### src/rtl/solver_monitor_if.sv
// Result record stream from solver_monitor to a UART/ILA consumer.
// Valid/ready handshake; payload is held while stalled.
interface solver_monitor_if #(
  parameter int ANSWER_WIDTH = 64
);
  logic                    RecValid;
  logic                    RecReady;
  logic [3:0]              RecChannel;
  logic [1:0]              RecStatus;
  logic [ANSWER_WIDTH-1:0] RecAnswer;

  modport master (
    output RecValid,
    output RecChannel,
    output RecStatus,
    output RecAnswer,
    input  RecReady
  );

  modport slave (
    input  RecValid,
    input  RecChannel,
    input  RecStatus,
    input  RecAnswer,
    output RecReady
  );
endinterface

### src/rtl/solver_monitor.sv
// Multi-channel solver completion monitor with watchdog timeout.
// Latches per-channel results, then streams one record per channel.
module solver_monitor #(
  parameter int NUM_CHANNELS   = 4,
  parameter int ANSWER_WIDTH   = 64,
  parameter int TIMEOUT_CYCLES = 1000000,
  localparam int CW = $clog2(TIMEOUT_CYCLES + 1)
) (
  input  logic                                 Clk,
  input  logic                                 Rst_n,
  input  logic                                 Start,
  input  logic [NUM_CHANNELS-1:0]              ChDone,
  input  logic [NUM_CHANNELS-1:0]              ChError,
  input  logic [NUM_CHANNELS*ANSWER_WIDTH-1:0] ChAnswer,
  solver_monitor_if.master                     rec,
  output logic [CW-1:0]                        CycleCount,
  output logic                                 Busy,
  output logic                                 AllDone,
  output logic                                 Error
);

  localparam int N  = NUM_CHANNELS;
  localparam int AW = ANSWER_WIDTH;
  localparam int IW = (N > 1) ? $clog2(N) : 1;

  localparam logic [1:0] ST_DONE = 2'b00;
  localparam logic [1:0] ST_ERR  = 2'b01;
  localparam logic [1:0] ST_TMO  = 2'b10;

  typedef enum logic [1:0] {
    IDLE,
    RUN,
    REPORT,
    FINISHED
  } state_e;

  state_e                 state_q;
  logic [N-1:0]           flag_q;
  logic [N-1:0]           flag_d;
  logic [N-1:0][1:0]      st_q;
  logic [N-1:0][1:0]      st_d;
  logic [N-1:0][AW-1:0]   ans_q;
  logic [N-1:0][AW-1:0]   ans_d;
  logic [CW-1:0]          cnt_q;
  logic [IW-1:0]          idx_q;
  logic [IW-1:0]          idx_d;
  logic                   rec_valid_q;
  logic [3:0]             rec_ch_q;
  logic [1:0]             rec_st_q;
  logic [AW-1:0]          rec_ans_q;
  logic                   busy_q;
  logic                   alldone_q;
  logic                   error_q;
  logic                   all_set;
  logic                   at_limit;
  logic                   any_bad;

  // Events of the current cycle are folded in before the
  // completion and timeout decisions are taken.
  always_comb begin
    flag_d   = flag_q;
    st_d     = st_q;
    ans_d    = ans_q;
    for (int i = 0; i < N; i++) begin
      if (!flag_q[i] && ChError[i]) begin
        flag_d[i] = 1'b1;
        st_d[i]   = ST_ERR;
        ans_d[i]  = '0;
      end else if (!flag_q[i] && ChDone[i]) begin
        flag_d[i] = 1'b1;
        st_d[i]   = ST_DONE;
        ans_d[i]  = ChAnswer[i*AW +: AW];
      end
    end
    all_set  = &flag_d;
    at_limit = (cnt_q == CW'(TIMEOUT_CYCLES - 1));
    if (at_limit && !all_set) begin
      for (int i = 0; i < N; i++) begin
        if (!flag_d[i]) begin
          flag_d[i] = 1'b1;
          st_d[i]   = ST_TMO;
        end
      end
    end
  end

  always_comb begin
    any_bad = 1'b0;
    for (int i = 0; i < N; i++) begin
      if (st_q[i] != ST_DONE) any_bad = 1'b1;
    end
  end

  assign idx_d = idx_q + IW'(1);

  always_ff @(posedge Clk or negedge Rst_n) begin
    if (!Rst_n) begin
      state_q     <= IDLE;
      flag_q      <= '0;
      st_q        <= '0;
      ans_q       <= '0;
      cnt_q       <= '0;
      idx_q       <= '0;
      rec_valid_q <= 1'b0;
      rec_ch_q    <= '0;
      rec_st_q    <= '0;
      rec_ans_q   <= '0;
      busy_q      <= 1'b0;
      alldone_q   <= 1'b0;
      error_q     <= 1'b0;
    end else begin
      unique case (state_q)
        IDLE, FINISHED: begin
          if (Start) begin
            state_q   <= RUN;
            flag_q    <= '0;
            st_q      <= '0;
            ans_q     <= '0;
            cnt_q     <= '0;
            busy_q    <= 1'b1;
            alldone_q <= 1'b0;
            error_q   <= 1'b0;
          end
        end
        RUN: begin
          cnt_q  <= cnt_q + CW'(1);
          flag_q <= flag_d;
          st_q   <= st_d;
          ans_q  <= ans_d;
          if (all_set || at_limit) begin
            state_q     <= REPORT;
            idx_q       <= '0;
            rec_valid_q <= 1'b1;
            rec_ch_q    <= '0;
            rec_st_q    <= st_d[0];
            rec_ans_q   <= ans_d[0];
          end
        end
        REPORT: begin
          if (rec.RecReady) begin
            if (idx_q == IW'(N - 1)) begin
              state_q     <= FINISHED;
              rec_valid_q <= 1'b0;
              busy_q      <= 1'b0;
              alldone_q   <= 1'b1;
              error_q     <= any_bad;
            end else begin
              idx_q     <= idx_d;
              rec_ch_q  <= 4'(idx_d);
              rec_st_q  <= st_q[idx_d];
              rec_ans_q <= ans_q[idx_d];
            end
          end
        end
        default: state_q <= IDLE;
      endcase
    end
  end

  assign rec.RecValid   = rec_valid_q;
  assign rec.RecChannel = rec_ch_q;
  assign rec.RecStatus  = rec_st_q;
  assign rec.RecAnswer  = rec_ans_q;
  assign CycleCount     = cnt_q;
  assign Busy           = busy_q;
  assign AllDone        = alldone_q;
  assign Error          = error_q;

endmodule

### src/flat_wrapper.sv
// flat-port wrapper written by rule: the top's interface ports become plain ports
module solver_monitor_flat 
#(
  parameter int NUM_CHANNELS   = 4,
  parameter int ANSWER_WIDTH   = 64,
  parameter int TIMEOUT_CYCLES = 1000000,
  localparam int CW = $clog2(TIMEOUT_CYCLES + 1)
)
  (Clk, Rst_n, Start, ChDone, ChError, ChAnswer, CycleCount, Busy, AllDone, Error, rec_RecValid, rec_RecChannel, rec_RecStatus, rec_RecAnswer, rec_RecReady);
  solver_monitor_if #(.ANSWER_WIDTH(ANSWER_WIDTH)) rec_i ();
  input  logic Clk;
  input  logic Rst_n;
  input  logic Start;
  input  logic [NUM_CHANNELS-1:0] ChDone;
  input  logic [NUM_CHANNELS-1:0] ChError;
  input  logic [NUM_CHANNELS*ANSWER_WIDTH-1:0] ChAnswer;
  output logic [CW-1:0] CycleCount;
  output logic Busy;
  output logic AllDone;
  output logic Error;
  output wire logic [$bits(rec_i.RecValid)-1:0] rec_RecValid;
  output wire logic [$bits(rec_i.RecChannel)-1:0] rec_RecChannel;
  output wire logic [$bits(rec_i.RecStatus)-1:0] rec_RecStatus;
  output wire logic [$bits(rec_i.RecAnswer)-1:0] rec_RecAnswer;
  input wire logic [$bits(rec_i.RecReady)-1:0] rec_RecReady;
  assign rec_RecValid = rec_i.RecValid;
  assign rec_RecChannel = rec_i.RecChannel;
  assign rec_RecStatus = rec_i.RecStatus;
  assign rec_RecAnswer = rec_i.RecAnswer;
  assign rec_i.RecReady = rec_RecReady;
  solver_monitor #(.NUM_CHANNELS(NUM_CHANNELS), .ANSWER_WIDTH(ANSWER_WIDTH), .TIMEOUT_CYCLES(TIMEOUT_CYCLES)) u_core (.Clk(Clk), .Rst_n(Rst_n), .Start(Start), .ChDone(ChDone), .ChError(ChError), .ChAnswer(ChAnswer), .rec(rec_i), .CycleCount(CycleCount), .Busy(Busy), .AllDone(AllDone), .Error(Error));
endmodule
### config.mk
export PLATFORM = sky130hd
export DESIGN_NAME = solver_monitor_flat
export DESIGN_NICKNAME = d
export VERILOG_FILES = /design/src/rtl/solver_monitor_if.sv /design/src/rtl/solver_monitor.sv /design/src/flat_wrapper.sv
export SDC_FILE = /design/constraint.sdc
export NUM_CORES = 1
export LEC_CHECK = 0
export BUFFER_PORTS_ARGS = -buffer_cell sky130_fd_sc_hd__buf_4
export CORE_ASPECT_RATIO = 0.5
export CORE_UTILIZATION = 40
export DETAILED_ROUTE_END_ITERATION = 6
export PLACE_DENSITY = 0.69
export SYNTH_ARGS = -nofsm -noshare
export SYNTH_HDL_FRONTEND = slang
export SYNTH_SLANG_ARGS = --single-unit
### constraint.sdc
create_clock -name Clk -period 3.35 [get_ports Clk]
set_input_delay 0.67 -clock Clk [delete_from_list [all_inputs] [get_ports Clk]]
set_output_delay 0.67 -clock Clk [all_outputs]
set_load 0.005 [all_outputs]
## After elaboration in Yosys (flattened, before gate mapping)

Cells that the tools add are included.

| word-level totals | value |
|---|---|
| bits in registers | 366 |
| bits of input ports | 268 |
| logic and storage cells | 148 |

| cells by class | value |
|---|---|
| add/subtract/negate cells | 2 |
| $lt $le $gt $ge | 1 |
| eq/ne operators | 13 |
| multiplexer cells | 80 |
| reduce and logical (&&, ||, !) cells | 33 |

Operator list:

| kind | number |
|---|---|
| 2-to-1 mux 64 bit | 12 |
| one-hot mux 256 bit (2 select lines) | 1 |
| 2-to-1 mux 256 bit | 1 |
| binary-select mux 64 bit (select 2 bit) | 1 |
| one-hot mux 64 bit (2 select lines) | 1 |
| 2-to-1 mux 2 bit | 23 |
| one-hot mux 20 bit (2 select lines) | 1 |
| 2-to-1 mux 1 bit | 21 |
| adder 20 x 1 -> 20 bit (second input constant) | 1 |
| == test 20 bit (second input constant) | 1 |
| 2-to-1 mux 20 bit | 1 |
| 2-to-1 mux 4 bit | 5 |
| AND reduction 4 bit | 5 |
| 2-to-1 mux 8 bit | 2 |
| one-hot mux 4 bit (2 select lines) | 2 |
| one-hot mux 8 bit (2 select lines) | 1 |
| nonzero test 2 bit | 7 |
| logical AND 1 bit | 9 |
| inequality test 3 x 1 -> 1 bit (second input constant) | 3 |
| AND reduction 3 bit | 3 |
| one-hot mux 1 bit (2 select lines) | 4 |
| one-hot mux 2 bit (2 select lines) | 2 |
| == test 2 bit (second input constant) | 3 |
| inequality test 2 bit (second input constant) | 3 |
| other kinds (11) | 16 |

## Depth between registers and ports, before layout

Gate-level depths: netlist of run 1.

| logic depth | value |
|---|---|
| depth in word-level cells | 10 |
| gate-level depth with buffers | 10 |

## Least setup slack after synthesis of run 1

OpenSTA, ideal clock, no wires.

| timing | value |
|---|---|
| path type | register to register |
| start point | reg u_core.cnt_q[7] (netlist: u_core.CycleCount[7]) |
| end point | reg u_core.rec_ans_q[38] (netlist: u_core.rec.RecAnswer[38]) |
| library setup time | 0.125 ns |
| data arrival time | 2.508 ns |
| required time | 3.225 ns |
| slack | 0.717 ns |
| cell stages (with the launch flop) | 8 |
| buffers on the path | 2 |
| period minus slack after synthesis | 2.633 ns |
| cells stage by stage | dfrtp_1 > or4_1 > or4_4 > o311ai_4 > nand2_2 > buf_6 > buf_6 > mux2_4 |

| on the way | value |
|---|---|
| word-level cells in the longest chain between the ends | 4 |

RTL lines:

| what | RTL line | RTL |
|---|---|---|
| start, declared | solver_monitor.sv:44 | `logic [CW-1:0] cnt_q;` |
| start signal, assigned | solver_monitor.sv:126 | `cnt_q <= cnt_q + CW'(1);` |
| == test 20 bit | solver_monitor.sv:76 | `at_limit = (cnt_q == CW'(TIMEOUT_CYCLES - 1));` |
| logical OR 1 bit | solver_monitor.sv:130 | `if (all_set \|\| at_limit) begin` |
| inequality test 2 x 1 -> 1 bit (no source line) | - |  |
| AND reduction 4 bit (no source line) | - |  |
| end signal, assigned | solver_monitor.sv:136 | `rec_ans_q <= ans_d[0];` |
| end signal, assigned | solver_monitor.sv:151 | `rec_ans_q <= ans_q[idx_d];` |
| end, declared | solver_monitor.sv:50 | `logic [AW-1:0] rec_ans_q;` |

No other way between the ends.
A chain may end at the register's enable or synchronous reset.

## Worst setup path in the final report of run 1

| timing | value |
|---|---|
| start point | reg u_core.cnt_q[7] (netlist: u_core.CycleCount[7]) |
| end point | reg u_core.rec_ans_q[4] (netlist: u_core.rec.RecAnswer[4]) |

Same word-level chain as after synthesis.

==> metrics.csv, run 1 <==
stage,metric,value,unit
critical_path,CP Max Fanout,46,
final_layout,Multi-input gate area,8000,um^2
grt,M1 GR Usage,31.2,%
synth,Synth Area per Inst,10.1,um^2
synth,dominant synthesized flop cell,dfrtp_1,
synth,synthesis-stage register bit count,362,
grt,GRT Overall Usage,24.2,%
pwr,P_leak,9.97,nW
place,Post-DP Area,21100,um^2
critical_path,crit-path leading delay family,simple AND/OR/NAND/NOR gates,
cts,# clock sinks,362,
sta,fin crit period,2.79,ns
cts,PostCTS Resize Cnt,0,
routing,DRT antenna net count,0,
grt,antenna violations before repair,6,
grt,met3 usage,3.88,%
sta,Slew HR,46.4,%
pwr,worst vdd ir,0.658,mV
cts,CTS Buf Count,36,
final_layout,Util after Layout,52.3,%
final_layout,Non-Filler Instances,2639,
sta,setup tns final,0,ns
sta,Fmax,358,MHz
critical_path,CP Launch Type,flop,
pwr,clock share of power,22.2,%
cts,root buf cell,clkbuf_16,
grt,met2 track demand over resource,39.6,%
place,placer congestion estimate,0.865,
final_layout,Layout Nets,2299,
grt,vias in the first global route,14500,
pwr,P_int,11.9,mW
final_layout,Fillers,3818,
critical_path,"Buf+Inv Stages, Crit Path",1,
cts,CTS Buffer Depth,3,
critical_path,Crit Path Class,reg -> reg,
grt,GRT Max-Usage Layer,met2,
grt,largest net degree at the start of global routing,88,
final_layout,Area Overhead vs Synth,26.9,%
cts,Post-CTS Setup Bufs,0,
outcome,status,completed,
synth,Ys Warns,0,
routing,vias per cell,5.43,
pwr,"Power, Total",19.8,mW
routing,DRC violations left,0,
cts,Skew-Pair Late Insertion Delay,0.54,ns
sta,Setup Viol. Count Final,0,
die,die width,299,um
die,row count,53,
synth,number of flops mapped to enable cells by yosys,0,
worst_hold_path,Hold Crit Class,in -> async,
pwr,Pwr Density,885,nW/um^2
grt,Congestion Overflow GR,0,
critical_path,crit path DAT,3.21,ns
cts,CTS tree,yes,
critical_path,"slowest stage delay, CP",0.63,ns
die,Die Height,150,um
routing,DR WL/cell,20.5,um
final_layout,register area,9060,um^2
sta,Setup Skew,0.0204,ns
final_layout,layout cells sized above 1,29.8,%
grt,first-pass GRT wire length,84300,um
place,PortBufs,359,
die,die area,44900,um^2
critical_path,critical path required time,3.76,ns
die,num ports,362,
sta,Fin. Hold Viols,0,
synth,Netlist Area Pre-Place,17600,um^2
die,total core area,42700,um^2
routing,Iter 0 DRT Violations,1122,
cts,H-Tree Depth,2,
pwr,net switching power,7.89,mW
job,Max Cap Viol,0,
critical_path,CP endpoint kind,flop,
pwr,Reg power frac,34.1,%
place,placed cell count,2566,
final_layout,post-route cell area,22300,um^2
routing,total wire length,54200,um
sta,crit share post-route,83.4,%
critical_path,worst-path cell chain,or4_1 > or4_4 > o311ai_4 > nand2_4 > buf_12 > mux2_2,
synth,sequential share of the synthesized area,51.4,%
cts,hold_buf cts,0,
cts,clk slew on worst S/H paths,0.06,ns
sta,RSZ-0062 raised after global routing,false,
routing,via count,14300,
pwr,combinational fraction of design power,43.7,%
place,HPWL after DPL,36700,um
pwr,switch share,39.9,%
synth,Async SR Flop Fraction,100,%
die,starting density of the core,41.2,%
synth,Synth Instances,1736,
synth,Yosys cell types,48,
sta,Max Slew Vio Count,0,
sta,Least-Margin Pin Slew,0.804,ns
critical_path,CP max stage cell,or4_4,
routing,Pre-Repair DR Iteration Count,6,
[power by group through the flow]
stage	combinational [mW]	clock (mW)	sequential, mW
3_5_place_dp	8.68	0	6.80
4_1_cts	8.68	4.46	6.72
6_report	8.63	4.39	6.75
2_1_floorplan	5.81	0	6.50
3_3_place_gp	8.49	0	6.72
5_1_grt	9.40	4.67	6.91
[cell families after synthesis]
group	count (synthesis)	synth area share, %
AND/OR/NAND/NOR	629	14.2
AO/OA/AOI/OAI	370	12.8
buffers and inverters	156	3.57
other	1	0.0213
flip-flops	362	51.4
multiplexers	199	16.9
XOR/XNOR	15	0.746
adder cells (fa/ha/maj)	4	0.284
[layer usage]
metal | routed length, um | up-vias
li1 | - | 6647
met1 | 22100 | 7076
met2 | 26500 | 467
met3 | 2800 | 147
met4 | 2730 | 0
met5 | 0 | -
[worst paths after layout]
kind / end / start / cells past startpoint / slack [ns]
max in group asynchronous: u_core.ans_q[3] / Rst_n / 3 / 2.33
worst min-delay path: u_core.ans_q[174] / Rst_n / 1 / 0.1
worst max-delay path: u_core.rec.RecAnswer[4] / u_core.CycleCount[7] / 6 / 0.56
min in group Clk: u_core.ans_q[82] / ChAnswer[82] / 3 / 0.37
worst min register to register: u_core.ans_q[181] / u_core.ans_q[181] / 2 / 0.47
worst max register to register: u_core.rec.RecAnswer[4] / u_core.CycleCount[7] / 6 / 0.56
[layout by cell type (no fill, tap or decap), types with 7 or more instances in the layout]
master / Yosys / routed
inv_1: 10 / 10
o21ai_0: 214 / 214
buf_12: 0 / 19
nor4_1: 8 / 8
clkbuf_16: 0 / 37
buf_4: 2 / 378
a21oi_1: 8 / 8
o31ai_1: 130 / 130
xnor2_1: 10 / 10
diode_2: 0 / 7
mux2_2: 48 / 48
dfrtp_1: 362 / 361
nand3_1: 11 / 11
nand2_1: 544 / 540
mux2i_1: 66 / 66
mux2_4: 19 / 19
clkbuf_8: 0 / 8
nor2_1: 30 / 30
mux4_2: 66 / 66
[stage by stage]
stage                     setup slack, ns  hold slack (ns)
after floorplan                     0.717            0.374
after global placement              0.647            0.456
after detailed placement            0.592            0.465
after CTS                           0.581            0.108
after global routing                0.450            0.118
final                               0.557           0.0955
[synthesized netlist by cell type (8+ instances only)]
library cell | instances | share of area (%)
nand2_1 | 544 | 12
nor4_1 | 8 | 0.28
o21ai_0 | 214 | 6.1
nor2_1 | 30 | 0.64
a21oi_1 | 8 | 0.23
buf_1 | 20 | 0.43
mux2i_1 | 66 | 3.8
o31ai_1 | 130 | 5.5
mux4_2 | 66 | 8.4
xnor2_1 | 10 | 0.50
mux2_4 | 19 | 1.6
nand3_1 | 11 | 0.31
inv_1 | 10 | 0.21
clkbuf_1 | 115 | 2.5
dfrtp_1 | 362 | 51
mux2_2 | 48 | 3.1
[registers in the layout (all words and copies together) (netlist names)]
signal and flops:
u_core.rec.RecValid 1, u_core.rec.RecChannel 2, u_core.CycleCount 20, u_core.rec.RecAnswer 64, u_core.st_q 8, u_core.Error 1
u_core.rec.RecStatus 2, u_core.state_q 2, u_core.AllDone 1, u_core.ans_q 256, u_core.flag_q 4, u_core.Busy 1
[cell type report]
class	instances	share of cell area, %
Sequential cell	362	40.6
Multi-Input combinational cell	1219	35.8
Timing Repair Buffer	398	14.5
Clock buffer	51	4.74
Tap cell	577	3.23
Clock inverter	15	0.963
Inverter	10	0.168
Antenna cell	7	0.0784
[worst reg2reg max path: stages, from the launching register on]
cell and delay (ns):
dfrtp_1 0.46, or4_1 0.54, or4_4 0.63, o311ai_4 0.36, nand2_4 0.09, buf_12 0.22
mux2_2 0.38
Note: power is estimated with default switching activity, not from simulation.
==> inputs of run 2 (changes only) <==
--- a/config.mk
+++ b/config.mk
@@ -9,7 +9,7 @@
 export CORE_ASPECT_RATIO = 0.5
 export CORE_UTILIZATION = 40
 export DETAILED_ROUTE_END_ITERATION = 6
-export PLACE_DENSITY = 0.69
+export PLACE_DENSITY = 0.72
 export SYNTH_ARGS = -nofsm -noshare
 export SYNTH_HDL_FRONTEND = slang
 export SYNTH_SLANG_ARGS = --single-unit
==> constraint.sdc (replaced) <==
create_clock -name Clk -period 2.5 [get_ports Clk]
set_input_delay 0.5 -clock Clk [delete_from_list [all_inputs] [get_ports Clk]]
set_output_delay 0.5 -clock Clk [all_outputs]
set_load 0.005 [all_outputs]
==> run 2 against run 1 <==
  * The run now ends with negative setup slack left
  * Die area is the same
  * Non-clock buffer count rose by 20
  * Count of clock-buffer cells in the layout up 3
  * Power rose by 33%
  * Worst setup slack got worse by 0.67 ns
  * Via count rose by 0.91%
  * Largest power group unchanged
  * Worst hold slack improved by 0.13 ns
  * Combinational power grew 38%
  * Critical path depth unchanged
  * Core utilization is 0.11 points higher
==> metrics.csv, run 2 (synthesized netlist as in run 1, its figures left out) <==
stage,metric,value,unit
final_layout,Layout Nets,2319,
grt,vias in the first global route,14100,
sta,Setup Skew,0.0126,ns
final_layout,Multi-input gate area,8010,um^2
critical_path,CP endpoint kind,flop,
critical_path,CP max stage cell,or4_4,
place,HPWL after DPL,37500,um
grt,first-pass GRT wire length,83100,um
outcome,status,"complete, but fails checks",
routing,DRC violations left,0,
sta,Fmax,382,MHz
cts,H-Tree Depth,2,
final_layout,Largest register FFs,256,
routing,vias per cell,5.46,
critical_path,R2R depth,6,
final_layout,most frequent cells in the layout,"540 x nand2_1, 392 x buf_4, 361 x dfrtp_1, 214 x o21ai_0, 129 x o31ai_1",
final_layout,Non-Filler Instances,2650,
critical_path,CP Launch Point,u_core.CycleCount[15],
final_layout,Util after Layout,52.4,%
critical_path,crit path capture,u_core.rec.RecAnswer[55],
critical_path,crit-path leading delay family,simple AND/OR/NAND/NOR gates,
sta,Max Slew Vio Count,0,
sta,hold slack,0.223,ns
die,die width,299,um
place,placer congestion estimate,0.875,
outcome,failing checks,negative setup slack,
final_layout,"leading cell type in the layout, fill and taps excluded",nand2_1,
final_layout,register area,9060,um^2
critical_path,worst-path cell chain,or4_1 > or4_4 > o311ai_4 > nand2_4 > buf_12 > mux2_4,
routing,DRT antenna net count,0,
die,die area,44900,um^2
sta,fin crit period,2.62,ns
cts,Skew-Pair Late Insertion Delay,0.52,ns
pwr,Pwr Density,1180,nW/um^2
grt,GRT Overall Usage,23.9,%
critical_path,"Buf+Inv Stages, Crit Path",1,
die,num ports,362,
place,Post-DP Area,21300,um^2
final_layout,Area Overhead vs Synth,27.2,%
die,starting density of the core,41.2,%
job,Max Cap Viol,0,
cts,clk slew on worst S/H paths,0.07,ns
sta,Fin. Hold Viols,0,
routing,total wire length,54400,um
critical_path,critical path required time,2.90,ns
sta,Slew HR,55.0,%
final_layout,layout cells sized above 1,30.0,%
routing,DR WL/cell,20.5,um
critical_path,R2R Path Start,u_core.CycleCount[15],
place,placed cell count,2585,
cts,# clock sinks,362,
pwr,"Power, Total",26.3,mW
cts,root buf cell,clkbuf_16,
die,Die Height,150,um
sta,Setup Viol. Count Final,67,
pwr,P_leak,10.0,nW
die,total core area,42700,um^2
critical_path,"slowest stage delay, CP",0.61,ns
grt,Congestion Overflow GR,0,
cts,CTS Buf Count,36,
final_layout,Fillers,3807,
critical_path,reg2reg end,u_core.rec.RecAnswer[55],
worst_hold_path,Hold Crit Class,in -> reg,
sta,worst setup margin,-0.117,ns
sta,Least-Margin Pin Slew,0.669,ns
critical_path,CP Launch Type,flop,
routing,Pre-Repair DR Iteration Count,5,
die,row count,53,
grt,antenna violations before repair,5,
worst_hold_path,Min-Delay Startpoint,ChAnswer[161],
final_layout,largest register by flop count,u_core.ans_q,
cts,Post-CTS Setup Bufs,0,
cts,CTS Buffer Depth,3,
place,dpl ws,-0.0600,ns
critical_path,Crit path depth,6,
critical_path,crit path DAT,3.02,ns
routing,via count,14500,
pwr,worst vdd ir,1.01,mV
sta,setup tns final,-4.17,ns
cts,CTS tree,yes,
routing,Iter 0 DRT Violations,1228,
final_layout,post-route cell area,22400,um^2
critical_path,CP Max Fanout,36,
critical_path,Reg2Reg Setup Slack,-0.12,ns
sta,crit share post-route,105,%
sta,RSZ-0062 raised after global routing,true,
critical_path,Crit Path Class,reg -> reg,
grt,largest net degree at the start of global routing,70,
place,PortBufs,359,
run 2: worst min path at each step:
stage	end	cells after the start
global placement	u_core.ans_q[171]	1
detailed placement	u_core.ans_q[236]	1
global route	u_core.ans_q[122]	3
CTS	u_core.ans_q[161]	3
floorplan	u_core.AllDone	0
finish	u_core.ans_q[161]	3
run 2: area by class of cell:
type,count,share of cell area [%]
Tap cell,577,3.22
Antenna cell,5,0.0559
Timing Repair Buffer,418,15.4
Clock inverter,5,0.240
Clock buffer,54,4.69
Sequential cell,362,40.5
Multi-Input combinational cell,1219,35.8
Inverter,10,0.168
run 2: timing repair:
action | CTS | global route
endpoints found under the hold margin | 40 | 0
cloned | 0 | 0
setup endpoints to repair | 67 | 67
hold buffers | 1 | 0
gates resized for setup | 0 | 1
run 2: worst min-delay path, stage by stage:
cell	delay, ns
buf_4	0.11
nand2_1	0.04
o21ai_0	0.06
run 2: per-layer routing:
layer | vias to the layer above | share of wire [%] | track usage, %
met5 | - | 0 | 0
met4 | 0 | 4.3 | 10.4
met3 | 132 | 5.5 | 3.43
met2 | 528 | 49 | 39.8
met1 | 7146 | 41 | 31.4
li1 | 6662 | - | -
run 2: power breakdown:
group	internal (mW)	switching, mW	total (mW)
Combinational	4.88	7.06	11.9
Sequential	7.84	1.26	9.11
Clock	2.99	2.27	5.26
==> inputs of run 3 (changes only) <==
--- a/config.mk
+++ b/config.mk
@@ -9,7 +9,6 @@
 export CORE_ASPECT_RATIO = 0.5
 export CORE_UTILIZATION = 40
 export DETAILED_ROUTE_END_ITERATION = 6
-export PLACE_DENSITY = 0.72
 export SYNTH_ARGS = -nofsm -noshare
 export SYNTH_HDL_FRONTEND = slang
 export SYNTH_SLANG_ARGS = --single-unit
==> run 3 against run 2 <==
  * Sequential share of layout area is 0.33 points lower
  * Clock power is 13% higher
  * Cell area grew 0.82%
  * Count of clock-buffer cells in the layout decreased by 7
  * Die area did not move
  * Clock skew increased by 0.0027 ns
  * Highest routed layer unchanged
  * Register-to-register slack improved by 0.04 ns
  * Flip-flop and latch count unchanged
  * Largest power group unchanged
  * Global-route usage is 0.58 points higher
  * First-iteration DRC count shrank 26%
  * Critical path type unchanged
  * The flow still finishes with violations (negative setup slack)
  * Worst hold slack worse by 0.012 ns
  * Core utilization rose by 0.43 points
==> metrics.csv, run 3 (synthesized netlist as in run 1, its figures left out) <==
stage,metric,value,unit
die,total core area,42700,um^2
sta,Fmax,388,MHz
cts,Skew-Pair Late Insertion Delay,0.53,ns
job,Max Cap Viol,0,
outcome,status,"complete, but fails checks",
final_layout,layout cells sized above 1,30.6,%
critical_path,Crit Path Class,reg -> reg,
sta,Fin. Hold Viols,0,
sta,Slew HR,58.1,%
critical_path,critical path required time,2.90,ns
critical_path,CP Launch Type,flop,
final_layout,Largest register FFs,256,
routing,DRC violations left,0,
sta,fin crit period,2.58,ns
sta,crit share post-route,103,%
final_layout,"leading cell type in the layout, fill and taps excluded",nand2_1,
routing,total wire length,54700,um
grt,Congestion Overflow GR,0,
place,PortBufs,359,
grt,largest net degree at the start of global routing,99,
pwr,P_leak,10.1,nW
critical_path,CP Max Fanout,24,
cts,CTS Buf Count,36,
grt,GRT Overall Usage,24.5,%
place,HPWL after DPL,36700,um
sta,RSZ-0062 raised after global routing,true,
final_layout,Fillers,3884,
grt,antenna violations before repair,0,
place,placer congestion estimate,0.873,
cts,CTS tree,yes,
cts,root buf cell,clkbuf_16,
routing,DRT antenna net count,0,
final_layout,largest register by flop count,u_core.ans_q,
cts,H-Tree Depth,2,
sta,setup tns final,-3.07,ns
cts,CTS Buffer Depth,3,
final_layout,antenna diode count,0,
worst_hold_path,Hold Crit Class,in -> reg,
routing,vias per cell,5.33,
pwr,worst vdd ir,0.822,mV
critical_path,CP endpoint kind,flop,
die,starting density of the core,41.2,%
grt,vias in the first global route,14100,
routing,DR WL/cell,20.6,um
sta,Setup Viol. Count Final,67,
routing,Pre-Repair DR Iteration Count,5,
cts,clk slew on worst S/H paths,0.06,ns
routing,Iter 0 DRT Violations,913,
sta,Least-Margin Pin Slew,0.629,ns
final_layout,most frequent cells in the layout,"539 x nand2_1, 398 x buf_4, 361 x dfrtp_1, 214 x o21ai_0, 130 x o31ai_1",
sta,Max Slew Vio Count,0,
routing,via count,14200,
die,die area,44900,um^2
critical_path,crit path DAT,2.98,ns
outcome,failing checks,negative setup slack,
final_layout,Layout Nets,2325,
cts,# clock sinks,362,
die,num ports,362,
sta,worst setup margin,-0.0775,ns
die,row count,53,
die,die width,299,um
final_layout,Area Overhead vs Synth,28.2,%
sta,Setup Skew,0.0152,ns
pwr,Pwr Density,1200,nW/um^2
die,Die Height,150,um
grt,first-pass GRT wire length,84200,um
pwr,"Power, Total",27.0,mW
-- run 3: cell count changes in the layout (fill, tap and decap cells not counted), moves of 5 or more --
cell / change
buf_4: +6
clkbuf_1: -5
bufinv_16: +6
diode_2: -5
-- run 3: layout make-up --
class / count / area, um^2 / area share, %
repair buffers: 424 / 3480 / 15.4
well taps: 577 / 722 / 3.20
clock buffers: 47 / 1000 / 4.44
flip-flops and latches: 362 / 9060 / 40.1
clock inverters: 15 / 265 / 1.17
inverters: 10 / 37.5 / 0.166
multi-input cells: 1219 / 8010 / 35.5
-- run 3: power by group --
part           internal (mW)  total, mW  switching, mW
Clock                   3.57       5.95           2.39
Combinational           4.87       12.0           7.13
Sequential              7.84       9.04           1.20
-- run 3: worst paths after layout --
check,startpoint,endpoint,slack [ns],cells after the start
max,u_core.CycleCount[8],u_core.rec.RecAnswer[56],-0.08,6
min,ChAnswer[205],u_core.ans_q[205],0.21,3
max reg2reg,u_core.CycleCount[8],u_core.rec.RecAnswer[56],-0.08,6
min reg2reg,u_core.ans_q[208],u_core.ans_q[208],0.48,2
max in group asynchronous,Rst_n,u_core.ans_q[127],1.25,3
min in group asynchronous,Rst_n,u_core.ans_q[172],0.49,2
-- run 3: repair_timing --
item,CTS,global route
resized for setup,1,3
endpoints found under the setup margin,67,70
buffers inserted,1,1
pin swaps,1,0
hold endpoints to repair,45,0
hold buffers,1,0
-- run 3: per-stage QoR --
| stage | cells | worst slack (ns) | util [%] | hold slack [ns] | cell area, um^2 |
|---|---|---|---|---|---|
| after floorplan | 1737 | -0.116 | - | 0.204 | 17600 |
| after global placement | 2589 | -0.0946 | 49.8 | 0.456 | 21300 |
| after detailed placement | 2589 | -0.106 | 49.8 | 0.455 | 21300 |
| after CTS | 2653 | -0.0724 | 52.8 | 0.190 | 22600 |
| after global routing | 2654 | -0.119 | 52.9 | 0.205 | 22600 |
| final | 2654 | -0.0775 | 52.9 | 0.211 | 22600 |
-- run 3: metal layers --
metal / GRT usage, % / vias up / part of all wire [%]
li1: - / 6676 / -
met1: 33.6 / 7050 / 44
met2: 41.2 / 347 / 49
met3: 2.96 / 79 / 4.3
met4: 6.71 / 0 / 2.5
met5: 0 / - / 0
-- run 3: critical path, cell delays in order, from the launching register on --
cell,delay [ns]
dfrtp_1,0.38
or4b_1,0.52
or4_4,0.62
o311ai_4,0.29
nand2_4,0.12
buf_12,0.19
mux2_4,0.31
